`src/rtl/ghost_pkg.sv`:
```
// ghost_pkg: shared types for the ghost AI sequencer and the sprite renderers.
// Holds the aiState codes, the 6-bit timer type and the fright flash threshold.
package ghost_pkg;

    typedef enum logic [3:0] {
        ST_HOUSE   = 4'd0,
        ST_SCATTER = 4'd1,
        ST_CHASE   = 4'd2,
        ST_FRIGHT  = 4'd3,
        ST_EATEN   = 4'd4
    } ai_state_t;

    typedef logic [5:0] timer_t;

    // Renderers flash the frightened sprite once aiTimer drops to this value.
    localparam timer_t FLASH_THRESHOLD = 6'd8;

endpackage

```
`src/rtl/frame_tick_divider.sv`:
```
// frame_tick_divider: turns frame strobes (ce) into one unit tick every
// TICK_FRAMES strobes. Ports: clk, reset (async, high), ce in; tick out.
module frame_tick_divider #(
    parameter int TICK_FRAMES = 8
) (
    input  logic clk,
    input  logic reset,
    input  logic ce,
    output logic tick
);

    localparam int W = (TICK_FRAMES > 1) ? $clog2(TICK_FRAMES) : 1;
    localparam logic [W-1:0] LAST = W'(TICK_FRAMES - 1);

    logic [W-1:0] cnt_q;

    // Combinational so the tick lines up with the strobe that completes
    // the unit; the consumer registers everything it derives from it.
    assign tick = ce && (cnt_q == LAST);

    always_ff @(posedge clk or posedge reset) begin
        if (reset) begin
            cnt_q <= '0;
        end else if (ce) begin
            if (cnt_q == LAST) cnt_q <= '0;
            else               cnt_q <= cnt_q + W'(1);
        end
    end

endmodule

```
`src/rtl/ghost_mode_scheduler.sv`:
```
// ghost_mode_scheduler: per-ghost AI mode sequencer (house, scatter/chase
// schedule, fright, eaten return). One instance per ghost, shared ce.
// Ports: clk, reset (async, high), ce, powerPellet, ghostEaten, atHome in;
// aiState[3:0], aiTimer[5:0], reverse out. With GHOST_ELROY_EN defined,
// dotsLeft[7:0] in and elroy out are added.
module ghost_mode_scheduler
    import ghost_pkg::*;
#(
    parameter int TICK_FRAMES  = 8,
    parameter int HOUSE_TIME   = 10,
    parameter int SCATTER_TIME = 7,
    parameter int CHASE_TIME   = 20,
    parameter int FRIGHT_TIME  = 40,
    parameter int LAST_PHASE   = 6
`ifdef GHOST_ELROY_EN
   ,parameter int ELROY_DOTS   = 20
`endif
) (
    input  logic       clk,
    input  logic       reset,
    input  logic       ce,
    input  logic       powerPellet,
    input  logic       ghostEaten,
    input  logic       atHome,
`ifdef GHOST_ELROY_EN
    input  logic [7:0] dotsLeft,
    output logic       elroy,
`endif
    output logic [3:0] aiState,
    output logic [5:0] aiTimer,
    output logic       reverse
);

    localparam timer_t     T_HOUSE   = timer_t'(HOUSE_TIME);
    localparam timer_t     T_SCATTER = timer_t'(SCATTER_TIME);
    localparam timer_t     T_CHASE   = timer_t'(CHASE_TIME);
    localparam timer_t     T_FRIGHT  = timer_t'(FRIGHT_TIME);
    localparam logic [2:0] P_LAST    = 3'(LAST_PHASE);

    ai_state_t  state_q;
    timer_t     timer_q;
    timer_t     saved_q;
    logic [2:0] phase_q;
    logic       lock_q;
    logic       reverse_q;
    logic       unit_tick;
    logic       elroy_on;

    frame_tick_divider #(
        .TICK_FRAMES(TICK_FRAMES)
    ) u_div (
        .clk  (clk),
        .reset(reset),
        .ce   (ce),
        .tick (unit_tick)
    );

`ifdef GHOST_ELROY_EN
    logic elroy_q;

    always_ff @(posedge clk or posedge reset) begin
        if (reset) elroy_q <= 1'b0;
        else       elroy_q <= (dotsLeft <= 8'(ELROY_DOTS));
    end

    assign elroy    = elroy_q;
    assign elroy_on = elroy_q;
`else
    assign elroy_on = 1'b0;
`endif

    // Mode targets: house exit, next phase, and return from fright.
    // lock_q marks the permanent chase reached after LAST_PHASE.
    ai_state_t  sched_st, next_st, ret_st;
    timer_t     sched_tm, next_tm, ret_tm;
    logic [2:0] phase_nx;

    assign phase_nx = phase_q + 3'd1;

    always_comb begin
        sched_st = ST_SCATTER;
        sched_tm = T_SCATTER;
        if (lock_q) begin
            sched_st = ST_CHASE;
            sched_tm = '0;
        end else if (phase_q[0] || elroy_on) begin
            sched_st = ST_CHASE;
            sched_tm = T_CHASE;
        end

        next_st = ST_SCATTER;
        next_tm = T_SCATTER;
        if (phase_nx[0] || elroy_on) begin
            next_st = ST_CHASE;
            next_tm = T_CHASE;
        end

        ret_st = ST_SCATTER;
        ret_tm = saved_q;
        if (lock_q || phase_q[0]) begin
            ret_st = ST_CHASE;
        end else if (elroy_on) begin
            ret_st = ST_CHASE;
            ret_tm = T_CHASE;
        end
    end

    always_ff @(posedge clk or posedge reset) begin
        if (reset) begin
            state_q   <= ST_HOUSE;
            timer_q   <= T_HOUSE;
            saved_q   <= '0;
            phase_q   <= '0;
            lock_q    <= 1'b0;
            reverse_q <= 1'b0;
        end else begin
            reverse_q <= 1'b0;
            unique case (state_q)
                ST_HOUSE: begin
                    if (unit_tick) begin
                        if (timer_q == '0) begin
                            state_q <= sched_st;
                            timer_q <= sched_tm;
                        end else begin
                            timer_q <= timer_q - 6'd1;
                        end
                    end
                end
                ST_SCATTER, ST_CHASE: begin
                    if (powerPellet) begin
                        saved_q   <= timer_q;
                        state_q   <= ST_FRIGHT;
                        timer_q   <= T_FRIGHT;
                        reverse_q <= ~reverse_q;
                    end else if (unit_tick) begin
                        if (timer_q != '0) begin
                            // Elroy cuts a running scatter short, silently.
                            if (elroy_on && state_q == ST_SCATTER) begin
                                state_q <= ST_CHASE;
                                timer_q <= T_CHASE;
                            end else begin
                                timer_q <= timer_q - 6'd1;
                            end
                        end else if (lock_q) begin
                            timer_q <= '0;
                        end else if (phase_q >= P_LAST) begin
                            lock_q    <= 1'b1;
                            state_q   <= ST_CHASE;
                            timer_q   <= '0;
                            reverse_q <= (state_q == ST_SCATTER)
                                         && !reverse_q;
                        end else begin
                            phase_q   <= phase_nx;
                            state_q   <= next_st;
                            timer_q   <= next_tm;
                            reverse_q <= ~reverse_q;
                        end
                    end
                end
                ST_FRIGHT: begin
                    if (ghostEaten) begin
                        state_q <= ST_EATEN;
                        timer_q <= '0;
                    end else if (powerPellet) begin
                        timer_q <= T_FRIGHT;
                    end else if (unit_tick) begin
                        if (timer_q != '0) begin
                            timer_q <= timer_q - 6'd1;
                        end else begin
                            state_q <= ret_st;
                            timer_q <= ret_tm;
                        end
                    end
                end
                ST_EATEN: begin
                    if (atHome) begin
                        state_q <= ST_HOUSE;
                        timer_q <= T_HOUSE;
                    end
                end
                default: begin
                    state_q <= ST_HOUSE;
                    timer_q <= T_HOUSE;
                end
            endcase
        end
    end

    assign aiState = 4'(state_q);
    assign aiTimer = timer_q;
    assign reverse = reverse_q;

endmodule

```
`config.mk`:
```
export PLATFORM = sky130hd
export DESIGN_NAME = ghost_mode_scheduler
export DESIGN_NICKNAME = d
export VERILOG_FILES = /design/src/rtl/ghost_pkg.sv /design/src/rtl/frame_tick_divider.sv /design/src/rtl/ghost_mode_scheduler.sv
export SDC_FILE = /design/constraint.sdc
export NUM_CORES = 1
export LEC_CHECK = 0
export ABC_AREA = 1
export CAP_MARGIN = 20
export CORE_ASPECT_RATIO = 0.6
export CORE_UTILIZATION = 50
export DETAILED_ROUTE_END_ITERATION = 6
export HOLD_SLACK_MARGIN = 0.02
export MAX_ROUTING_LAYER = met4
export PLACE_DENSITY = 0.77
export SLEW_MARGIN = 20
export SYNTH_ARGS = -nofsm -noshare
export SYNTH_HDL_FRONTEND = slang
export SYNTH_SLANG_ARGS = --single-unit
```
`constraint.sdc`:
```
create_clock -name clk -period 1.5 [get_ports clk]
set_input_delay 0.3 -clock clk [delete_from_list [all_inputs] [get_ports clk]]
set_output_delay 0.3 -clock clk [all_outputs]
set_load 0.005 [all_outputs]
```
==> metrics <==
Die Span X 72.01 um; num rows 14; DR iter-0 viols 293; worst-skew pair later-pin latency 0.28 ns; worst-case clock skew 0.007181 ns; R2R depth 8; R2R setup slack -0.16 ns; die area 0.003168 mm2; CP required 1.66 ns; Layout area overhead 48.43%; commonest non-fill, non-tap cell in the layout nand2_1; CP Launch Type flop; maximum clock path buffer count 2; Reg-to-Reg End aiTimer[4]; largest net degree at the start of global routing 24; Synth Register Bits 23; Peak Freq 600.9 MHz; # fillers 141; Vias 1725; Final Critical Period 1.664 ns; crit path capture aiTimer[4]; CP max stage delay 0.42 ns; CP Capture Type flop; WP data arrival 1.82 ns; total power 4566 uW; Post-Syn Nets 202; layout cells sized above 1 39.67%; Worst-path clk slew 0.09 ns; worst-path cell chain ha_2 > ha_4 > nand2_4 > inv_4 > o21ai_4 > nor2_4 > nand3_1 > o21ai_1; final instance area 0.002182 mm2; yosys warns 0; Seq/Total Area, Yosys 39.32%; die height 44 um; Final setup violation count 10; worst ir drop on vdd 0.001081 V; crit share post-route 110.9%; max_cap viols 0; Placer Congestion 1.026; status finished with violations; aggregate global routing overflow 0; First-pass DRT Iterations 6; H-tree depth 1; crit path from u_div.cnt_q[0]; Hold WS 0.3594 ns; Root Driver clkbuf_8; Hold Path Class input port to asynchronous set/reset pin; PwrDens 2093 mW/mm2; kind of critical path flop to flop; CTS Buf Count 3; Port Buffers 15; vias per std cell 6.117; HPWL after DPL 3001 um; IO Pins 17; vias in the first global route 1631; Synth cell types 27; Antenna Diode Count 0; Worst Path Max Fanout 5; Top FF cell, synth dfrtp_1; syn avg cell area 7.697 um2; Slew Limit Fails 0; Fin. Hold Viols 0; Final nets 254; Syn Std Cell Area 0.001470 mm2; Leak Pwr 0.001039 uW; violated checks setup timing; drt wl/cell 19.21 um; Async SR Flop Fraction 100.0%; initial antenna violation count 0; most frequent cells in the layout nand2_1, buf_4, dfrtp_1, inv_1, o21ai_0; CTS Sinks 23; CTS tree built; r2r startpoint u_div.cnt_q[0]; Starting Density 55.58%; Total Wirelength 5416 um; Worst path slowest cell dfrtp_1; Setup TNS -1.026 ns; EDFF count, synth 0; Mapped Cells 191; Total Routing Usage GR 35.60%; first-pass GRT wire length 7941 um; RSZ-0062 raised after global routing yes; Area after DPL 0.001813 mm2; Final ANT Viol Nets 0; Core Footprint 0.002645 mm2; DRC 0; post-layout worst setup margin -0.1640 ns
==> where the power goes <==
group | internal, uW | leakage (uW) | switching (uW) | total (uW)
Combinational | 1310 | 0.000738 | 1740 | 3050
Clock | 187 | 0.0000255 | 219 | 406
Sequential | 886 | 0.000276 | 222 | 1110
==> what timing repair did <==
action | in CTS | in global routing
gates resized for setup | 39 | 29
buffers inserted | 13 | 1
endpoints found under the hold margin | 0 | 0
hold buffers | 0 | 0
endpoints found under the setup margin | 20 | 20
pin swaps | 15 | 14
cloned | 1 | 0
==> critical path, delay by kind of cell, from the launching register on <==
family          cells  cell delay [ns]
simple gates        3             0.33
fa+ha+maj           2             0.38
flops               1             0.42
compound gates      2             0.34
buf+inv             1             0.06
==> synthesized netlist by cell type, types with 2 or more instances <==
cell      number  area share [%]
nand3_1       22             7.5
nor2_4         5             3.8
ha_1           5             4.3
dfstp_2        2             3.6
dfrtp_1       21              36
nand2_2        6             2.6
nand2_1       41              10
nand3b_1       2             1.0
mux2_2         2             1.5
xor2_1         4             2.4
nor2_1        16             4.1
inv_1         20             5.1
nor3_1         2            0.68
o21ai_0       22             7.5
o21ai_1        3             1.0
a21oi_1        7             2.4
==> state kept, by name (all words and copies together), names as in the netlist <==
name / cells
u_div.cnt_q: 3
aiTimer: 6
saved_q: 6
phase_q: 3
lock_q: 1
reverse: 1
aiState: 3
==> cell type report <==
class | count | area, um2 | area share (%)
timing repair buffer | 48 | 429.2 | 19.67
clock buffer | 3 | 41.29 | 1.892
tap | 40 | 50.05 | 2.294
inverter | 21 | 81.33 | 3.727
multi-input combinational | 146 | 992.2 | 45.47
sequential | 23 | 583.1 | 26.72
clock inverter | 1 | 5.005 | 0.2294
==> cell families after synthesis <==
group / count (synthesis) / synth area share (%)
muxes: 2 / 1.532
adders and majority gates: 5 / 4.255
xor gates and xnor gates: 4 / 2.383
DFF: 23 / 39.32
AOI/OAI and AO/OA: 35 / 12.51
buffers and inverters: 23 / 6.212
and+or+nand+nor: 98 / 33.53
other: 1 / 0.2551
==> metrics by stage <==
stage	util, %	setup WS, ns	std cells
2_1_floorplan	-	0.01021	191
3_3_place_gp	68.54	-0.2119	263
3_5_place_dp	68.54	-0.2838	263
4_1_cts	78.71	-0.06926	281
5_1_grt	82.50	-0.1679	282
6_report	82.50	-0.1640	282
==> how the worst min path moves through the flow <==
stage	slack, ns	start	endpoint
6_report	0.36	reset	u_div.cnt_q[1]
5_1_grt	0.42	reset	phase_q[2]
4_1_cts	0.38	reset	reverse
3_5_place_dp	0.43	reverse	reverse
3_3_place_gp	0.41	reverse	reverse
2_1_floorplan	0.30	reset	aiState[0]
==> metal layers <==
metal	vias up	share of wire [%]	track usage, %
met5	-	0	-
met1	791	38	43.76
met2	156	42	53.58
met3	50	13	11.16
li1	728	-	-
met4	0	7.3	17.65
No activity file was read; power rests on OpenSTA's default activity.
